==> config.mk <==
export PLATFORM = sky130hd
export DESIGN_NAME = vga_timing_gen
export DESIGN_NICKNAME = d
export VERILOG_FILES = /design/src/rtl/vga_timing_gen.sv
export SDC_FILE = /design/constraint.sdc
export NUM_CORES = 1
export LEC_CHECK = 0
export CAP_MARGIN = 40
export CORE_UTILIZATION = 60
export CTS_CLUSTER_DIAMETER = 50
export DETAILED_ROUTE_END_ITERATION = 8
export MAX_ROUTING_LAYER = met4
export PLACE_DENSITY = 0.95
export SYNTH_ARGS = -nofsm -noshare
export SYNTH_HDL_FRONTEND = slang
export SYNTH_SLANG_ARGS = --single-unit
export TNS_END_PERCENT = 20
==> constraint.sdc <==
create_clock -name Clock -period 8.6 [get_ports Clock]
set_input_delay 1.29 -clock Clock [delete_from_list [all_inputs] [get_ports Clock]]
set_output_delay 1.29 -clock Clock [all_outputs]
set_load 0.005 [all_outputs]
==> src/rtl/vga_timing_gen.sv <==
`default_nettype none
// ============================================================================
// vga_timing_gen : parametrised VGA raster timing (sync, coordinates, markers)
// Rev 1.0 - initial release
// ============================================================================
module vga_timing_gen #(
    parameter int CLK_DIV   = 2,
    parameter int H_VISIBLE = 640,
    parameter int H_FRONT   = 16,
    parameter int H_SYNC    = 96,
    parameter int H_BACK    = 48,
    parameter int V_VISIBLE = 480,
    parameter int V_FRONT   = 10,
    parameter int V_SYNC    = 2,
    parameter int V_BACK    = 33,
    parameter bit HSYNC_POL = 1'b0,
    parameter bit VSYNC_POL = 1'b0,
    parameter int X_W       = 10,
    parameter int Y_W       = 10
) (
    input  logic           Clock,
    input  logic           Reset,
    input  logic           iEnable,
    output logic           oPixelTick,
    output logic           oHSync,
    output logic           oVSync,
    output logic           oVisible,
    output logic [X_W-1:0] oX,
    output logic [Y_W-1:0] oY,
    output logic           oLineStart,
    output logic           oFrameStart
);

    localparam int H_TOTAL = H_VISIBLE + H_FRONT + H_SYNC + H_BACK;
    localparam int V_TOTAL = V_VISIBLE + V_FRONT + V_SYNC + V_BACK;
    localparam int DIV_W   = (CLK_DIV > 1) ? $clog2(CLK_DIV) : 1;

    generate
        if (CLK_DIV < 1 || H_VISIBLE < 1 || H_FRONT < 1 || H_SYNC < 1 || H_BACK < 1 ||
            V_VISIBLE < 1 || V_FRONT < 1 || V_SYNC < 1 || V_BACK < 1 ||
            (H_TOTAL - 1) >= (1 << X_W) || (V_TOTAL - 1) >= (1 << Y_W)) begin : g_param_check
            $error("vga_timing_gen: unsupported parameter set");
        end
    endgenerate

    localparam logic [DIV_W-1:0] DIV_LAST = DIV_W'(CLK_DIV - 1);
    localparam logic [X_W-1:0]   H_LAST   = X_W'(H_TOTAL - 1);
    localparam logic [X_W-1:0]   H_FP_BEG = X_W'(H_VISIBLE);
    localparam logic [X_W-1:0]   H_SY_BEG = X_W'(H_VISIBLE + H_FRONT);
    localparam logic [X_W-1:0]   H_BP_BEG = X_W'(H_VISIBLE + H_FRONT + H_SYNC);
    localparam logic [Y_W-1:0]   V_LAST   = Y_W'(V_TOTAL - 1);
    localparam logic [Y_W-1:0]   V_FP_BEG = Y_W'(V_VISIBLE);
    localparam logic [Y_W-1:0]   V_SY_BEG = Y_W'(V_VISIBLE + V_FRONT);
    localparam logic [Y_W-1:0]   V_BP_BEG = Y_W'(V_VISIBLE + V_FRONT + V_SYNC);

    typedef enum logic [1:0] {H_ACT = 2'd0, H_FP = 2'd1, H_SY = 2'd2, H_BP = 2'd3} h_state_t;
    typedef enum logic [1:0] {V_ACT = 2'd0, V_FP = 2'd1, V_SY = 2'd2, V_BP = 2'd3} v_state_t;

    h_state_t         h_state;
    v_state_t         v_state;
    logic             tick;
    logic             h_wrap;

    logic [DIV_W-1:0] div_q, div_d;
    logic [X_W-1:0]   hcnt_q, hcnt_d;
    logic [Y_W-1:0]   vcnt_q, vcnt_d;
    logic             pix_tick_q, pix_tick_d;
    logic             hsync_q, hsync_d;
    logic             vsync_q, vsync_d;
    logic             visible_q, visible_d;
    logic [X_W-1:0]   x_q, x_d;
    logic [Y_W-1:0]   y_q, y_d;
    logic             line_start_q, line_start_d;
    logic             frame_start_q, frame_start_d;

    // Raster state is decoded from the next counter values so that every
    // registered output describes the same pixel as the counters.
    always_comb begin
        tick          = (div_q == DIV_LAST);
        h_wrap        = (hcnt_q == H_LAST);
        div_d         = div_q;
        hcnt_d        = hcnt_q;
        vcnt_d        = vcnt_q;
        pix_tick_d    = 1'b0;
        hsync_d       = hsync_q;
        vsync_d       = vsync_q;
        visible_d     = visible_q;
        x_d           = x_q;
        y_d           = y_q;
        line_start_d  = 1'b0;
        frame_start_d = 1'b0;
        h_state       = H_ACT;
        v_state       = V_ACT;

        if (!iEnable) begin
            div_d     = '0;
            hcnt_d    = '0;
            vcnt_d    = '0;
            hsync_d   = ~HSYNC_POL;
            vsync_d   = ~VSYNC_POL;
            visible_d = 1'b0;
            x_d       = '0;
            y_d       = '0;
        end else if (tick) begin
            div_d  = '0;
            hcnt_d = h_wrap ? '0 : hcnt_q + X_W'(1);
            if (h_wrap) begin
                vcnt_d = (vcnt_q == V_LAST) ? '0 : vcnt_q + Y_W'(1);
            end

            if (hcnt_d < H_FP_BEG)      h_state = H_ACT;
            else if (hcnt_d < H_SY_BEG) h_state = H_FP;
            else if (hcnt_d < H_BP_BEG) h_state = H_SY;
            else                        h_state = H_BP;

            if (vcnt_d < V_FP_BEG)      v_state = V_ACT;
            else if (vcnt_d < V_SY_BEG) v_state = V_FP;
            else if (vcnt_d < V_BP_BEG) v_state = V_SY;
            else                        v_state = V_BP;

            pix_tick_d    = 1'b1;
            hsync_d       = (h_state == H_SY) ? HSYNC_POL : ~HSYNC_POL;
            vsync_d       = (v_state == V_SY) ? VSYNC_POL : ~VSYNC_POL;
            visible_d     = (h_state == H_ACT) && (v_state == V_ACT);
            x_d           = visible_d ? hcnt_d : '0;
            y_d           = visible_d ? vcnt_d : '0;
            line_start_d  = h_wrap;
            frame_start_d = h_wrap && (vcnt_d == '0);
        end else begin
            div_d = div_q + DIV_W'(1);
        end
    end

    always_ff @(posedge Clock or negedge Reset) begin
        if (!Reset) begin
            div_q         <= '0;
            hcnt_q        <= '0;
            vcnt_q        <= '0;
            pix_tick_q    <= 1'b0;
            hsync_q       <= ~HSYNC_POL;
            vsync_q       <= ~VSYNC_POL;
            visible_q     <= 1'b0;
            x_q           <= '0;
            y_q           <= '0;
            line_start_q  <= 1'b0;
            frame_start_q <= 1'b0;
        end else begin
            div_q         <= div_d;
            hcnt_q        <= hcnt_d;
            vcnt_q        <= vcnt_d;
            pix_tick_q    <= pix_tick_d;
            hsync_q       <= hsync_d;
            vsync_q       <= vsync_d;
            visible_q     <= visible_d;
            x_q           <= x_d;
            y_q           <= y_d;
            line_start_q  <= line_start_d;
            frame_start_q <= frame_start_d;
        end
    end

    assign oPixelTick  = pix_tick_q;
    assign oHSync      = hsync_q;
    assign oVSync      = vsync_q;
    assign oVisible    = visible_q;
    assign oX          = x_q;
    assign oY          = y_q;
    assign oLineStart  = line_start_q;
    assign oFrameStart = frame_start_q;

endmodule
`default_nettype wire
==> results.md <==
* Status: complete, no violations
* Combinational family with the most area after synthesis: simple AND/OR/NAND/NOR gates
* Worst-Skew Late Latency at 300 ps
* Core box area at 4000 um2
* Detailed Routing Iterations Pass 1 at 4
* Netlist cell types at 48
* Int Power at around 300 uW
* Synth top area cells: dfrtp_1 45%, nor2_1 4.5%, nand2_1 4.1%, a22o_1 3.5%, nor3_1 2.8%
* CP max stage delay at between 700 and 800 ps
* Grt total ovfl at 0
* Global-route wire length before repair at roughly 9.1 mm
* Worst Hold Class: flip-flop to flip-flop
* Site Rows at 23
* Psw at around 100 uW
* Multiplexer area fraction after synthesis at a little over 2%
* Largest net degree at the start of global routing at 29
* Final Power at about 400 uW
* Cell taking the most area after synthesis: dfrtp_1
* Worst EP required at a little under 9000 ps
* Final min period at between 3000 and 4000 ps
* Final GP Congestion at between 0.9 and 1
* Comb power frac at 8.4%
* Syn avg cell area at approximately 9.3 um2
* Clock sinks at 47
* Seq cells post-synth at 47
* Most common cell in the netlist: dfrtp_1
* Power per cell area at 138.4 nW/um2
* Fillers at around 270
* Die Y at roughly 66 um
* Worst-path clk slew at 90 ps
* Sw Share at 25.54%
* DRT iter0 DRCs at ~200
* Top-area cell type share of the netlist area at a little under half
* Ports at 29
* Crit-path cells: ha_1 > nand4_1 > nor3_1 > and3_1 > nor3_1 > nor3_1 > a32o_1
* Initial Util at between 60% and 70%
* Die Span X at 66.47 um
* Per-cell routed wire length at about 16 um
* Slew HR at about half
* Synthesis-to-layout area growth at 15.30%
* FFs w/ async S/R, synth at between 90% and 100%
* Synth Area in Simple Gates at between 20% and 30%
* Fin crit share at between 30% and 40%
* Syn nets at between 200 and 300
* Slew @ Worst Pin at between 700 and 800 ps
* # hold bufs at CTS at 0
* Leak pwr at between 0.001 and 0.0015 uW
* Routed wire length at 5.402 mm
* Xor/xnor cell area share of the yosys netlist at 5.620%
* Most used DFF post-synth: dfrtp_1
* Die Area at between 4000 and 5000 um2
* Drt via density at about 6.1
* CTS tree: done
* Total GRT Usage at around 28%
* Post-CTS Setup Bufs at 0
* Post-Route Setup TNS at 0 ps
* Path type of the worst setup path: flip-flop to flip-flop
* Crit end category: flip-flop
* Post-route ant nets at 0
* Vias in the first global route at just under 2000
* Fin util at 71.88%
* Synth Area in Adders at 1.505%
* Post-CTS Resized at 0
* Final setup viols at 0
* PortBufs at 28
* Slowest-stage cell, CP: nor3_1
* DP Wirelength at 4.035 mm
* Pins over their slew limit at 0
* Sequential cell area fraction in the yosys report at a little under half
* Initial antenna violation count at 0
* Final hold vios at 0
* Nets at between 200 and 300
* Crit-path max FO at 9
* Max_cap viols at 0
* Fin cells at between 300 and 400
* Post-synth EDFFs at 0
* Mapped cell area at around 2500 um2
* DRC at 0
* Reg2reg setup slack at approximately 5400 ps
* H-tree depth at 2
* Synth Area in Compound Gates at between 15 and 20%
* Clk buf depth at 2
* Clock network fraction of total power at around a third
* Diodes inserted at 0
* WP data arrival at between 3000 and 4000 ps
* Maximum vdd drop at approximately 0.000089 V
* Synth warnings at 0
* Clock skew at 5.905 ps
* Max Freq at roughly 310 MHz
* Top cells by count, synth: 45 x dfrtp_1, 30 x nor2_1, 27 x nand2_1
* CTS root buf: clkbuf_8
* Total number of vias at approximately 2100
* RSZ-0062 raised after global routing: no
* Flop pwr share at between 50% and 60%
* CP Launch Type: flip-flop
* Syn Inst Count at 267
* Layout cells sized above 1 at between 6 and 7%
* Cell mode on critical path: nor3_1
* Num CTS Buffers at 5
* Post-Place Cells at 329
## cell type report
cell class	count	area [um2]	share of cell area, %
sequential	47	1179	40.99
multi-input combinational	194	1209	42.04
clock inverter	2	12.51	0.4352
tap	50	62.56	2.176
inverter	8	30.03	1.044
clock buffer	6	72.57	2.524
timing repair buffer	30	310.3	10.79
## sequential cells by signal, summed over array words and instances (netlist names)
name	count
hcnt_q	10
oHSync	1
oVisible	1
oX	10
div_q	1
oFrameStart	1
oVSync	1
oLineStart	1
vcnt_q	10
oY	10
oPixelTick	1
## cell families (layout without fill, tap and decap cells)
logic type	Yosys count	count (layout)
xor gates and xnor gates	16	16
muxes	5	5
AOI/OAI and AO/OA	58	58
buffers and inverters	26	46
and+or+nand+nor	112	112
DFF	47	47
adders and majority gates	3	3
## critical path, delay by kind of cell, from the launching register on
| kind | cells | cell delay (ps) |
|---|---|---|
| AND/OR/NAND/NOR | 5 | 2140 |
| flip-flops | 1 | 420 |
| adder cells (fa/ha/maj) | 1 | 300 |
| AO/OA/AOI/OAI | 1 | 290 |
## metrics by stage
stage          area [um2]  hold WS (ps)  worst slack [ps]
3_5_place_dp         2790         460.8              5407
2_1_floorplan        2494         462.8              5699
3_3_place_gp         2763         452.4              5500
4_1_cts              2875         474.5              5431
5_1_grt              2875         505.1              5091
6_report             2875         474.7              5391
## final timing paths
check,start,depth (start not counted),to
max,hcnt_q[0],7,oX[1]
min,oVisible,2,oVisible
max reg2reg,hcnt_q[0],7,oX[1]
min reg2reg,oVisible,2,oVisible
max in group asynchronous,Reset,2,oHSync
min in group asynchronous,Reset,1,oY[3]
## layout by cell type, fill, tap and decap left out, types with 2 or more instances in the layout
| cell type | Yosys | routed |
|---|---|---|
| ha_1 | 3 | 3 |
| o31ai_1 | 2 | 2 |
| o32a_1 | 2 | 2 |
| nand3_1 | 9 | 9 |
| xor2_1 | 8 | 8 |
| nor3_1 | 14 | 14 |
| xnor2_1 | 8 | 8 |
| dfstp_2 | 2 | 2 |
| nor4_1 | 3 | 3 |
| mux2i_1 | 4 | 4 |
| a21oi_1 | 9 | 9 |
| clkbuf_8 | 0 | 5 |
| a21o_1 | 5 | 5 |
| or4_1 | 2 | 2 |
| a31oi_1 | 2 | 2 |
| or3_1 | 3 | 3 |
| dfrtp_1 | 45 | 45 |
| clkdlybuf4s50_1 | 0 | 27 |
| and3_1 | 3 | 3 |
| nor2_1 | 30 | 30 |
| a211oi_1 | 6 | 6 |
| nand4_1 | 6 | 6 |
| and2_1 | 2 | 2 |
| a32o_1 | 2 | 2 |
| a22oi_1 | 2 | 2 |
| inv_1 | 7 | 7 |
| nand2_1 | 27 | 27 |
| o21ai_1 | 7 | 7 |
| a22o_1 | 10 | 10 |
| nor4_2 | 2 | 2 |
| nand2b_1 | 2 | 2 |
| o21ai_0 | 7 | 7 |
| o211ai_1 | 2 | 2 |
## layer usage
layer	up-vias	GRT usage (%)	routed length (um)
met1	955	38.91	2382
li1	998	-	-
met5	-	-	0
met2	102	42.35	2495
met4	0	10.90	144
met3	17	5.137	378
## power by group through the flow
stage               registers, uW  clock network (uW)  logic [uW]
floorplan                     234                   0        20.9
global placement              238                   0        30.9
detailed placement            238                   0        33.6
CTS                           234                 132        33.9
global route                  235                 140        37.8
finish                        234                 130        33.6
No activity file was read; power rests on OpenSTA's default activity.
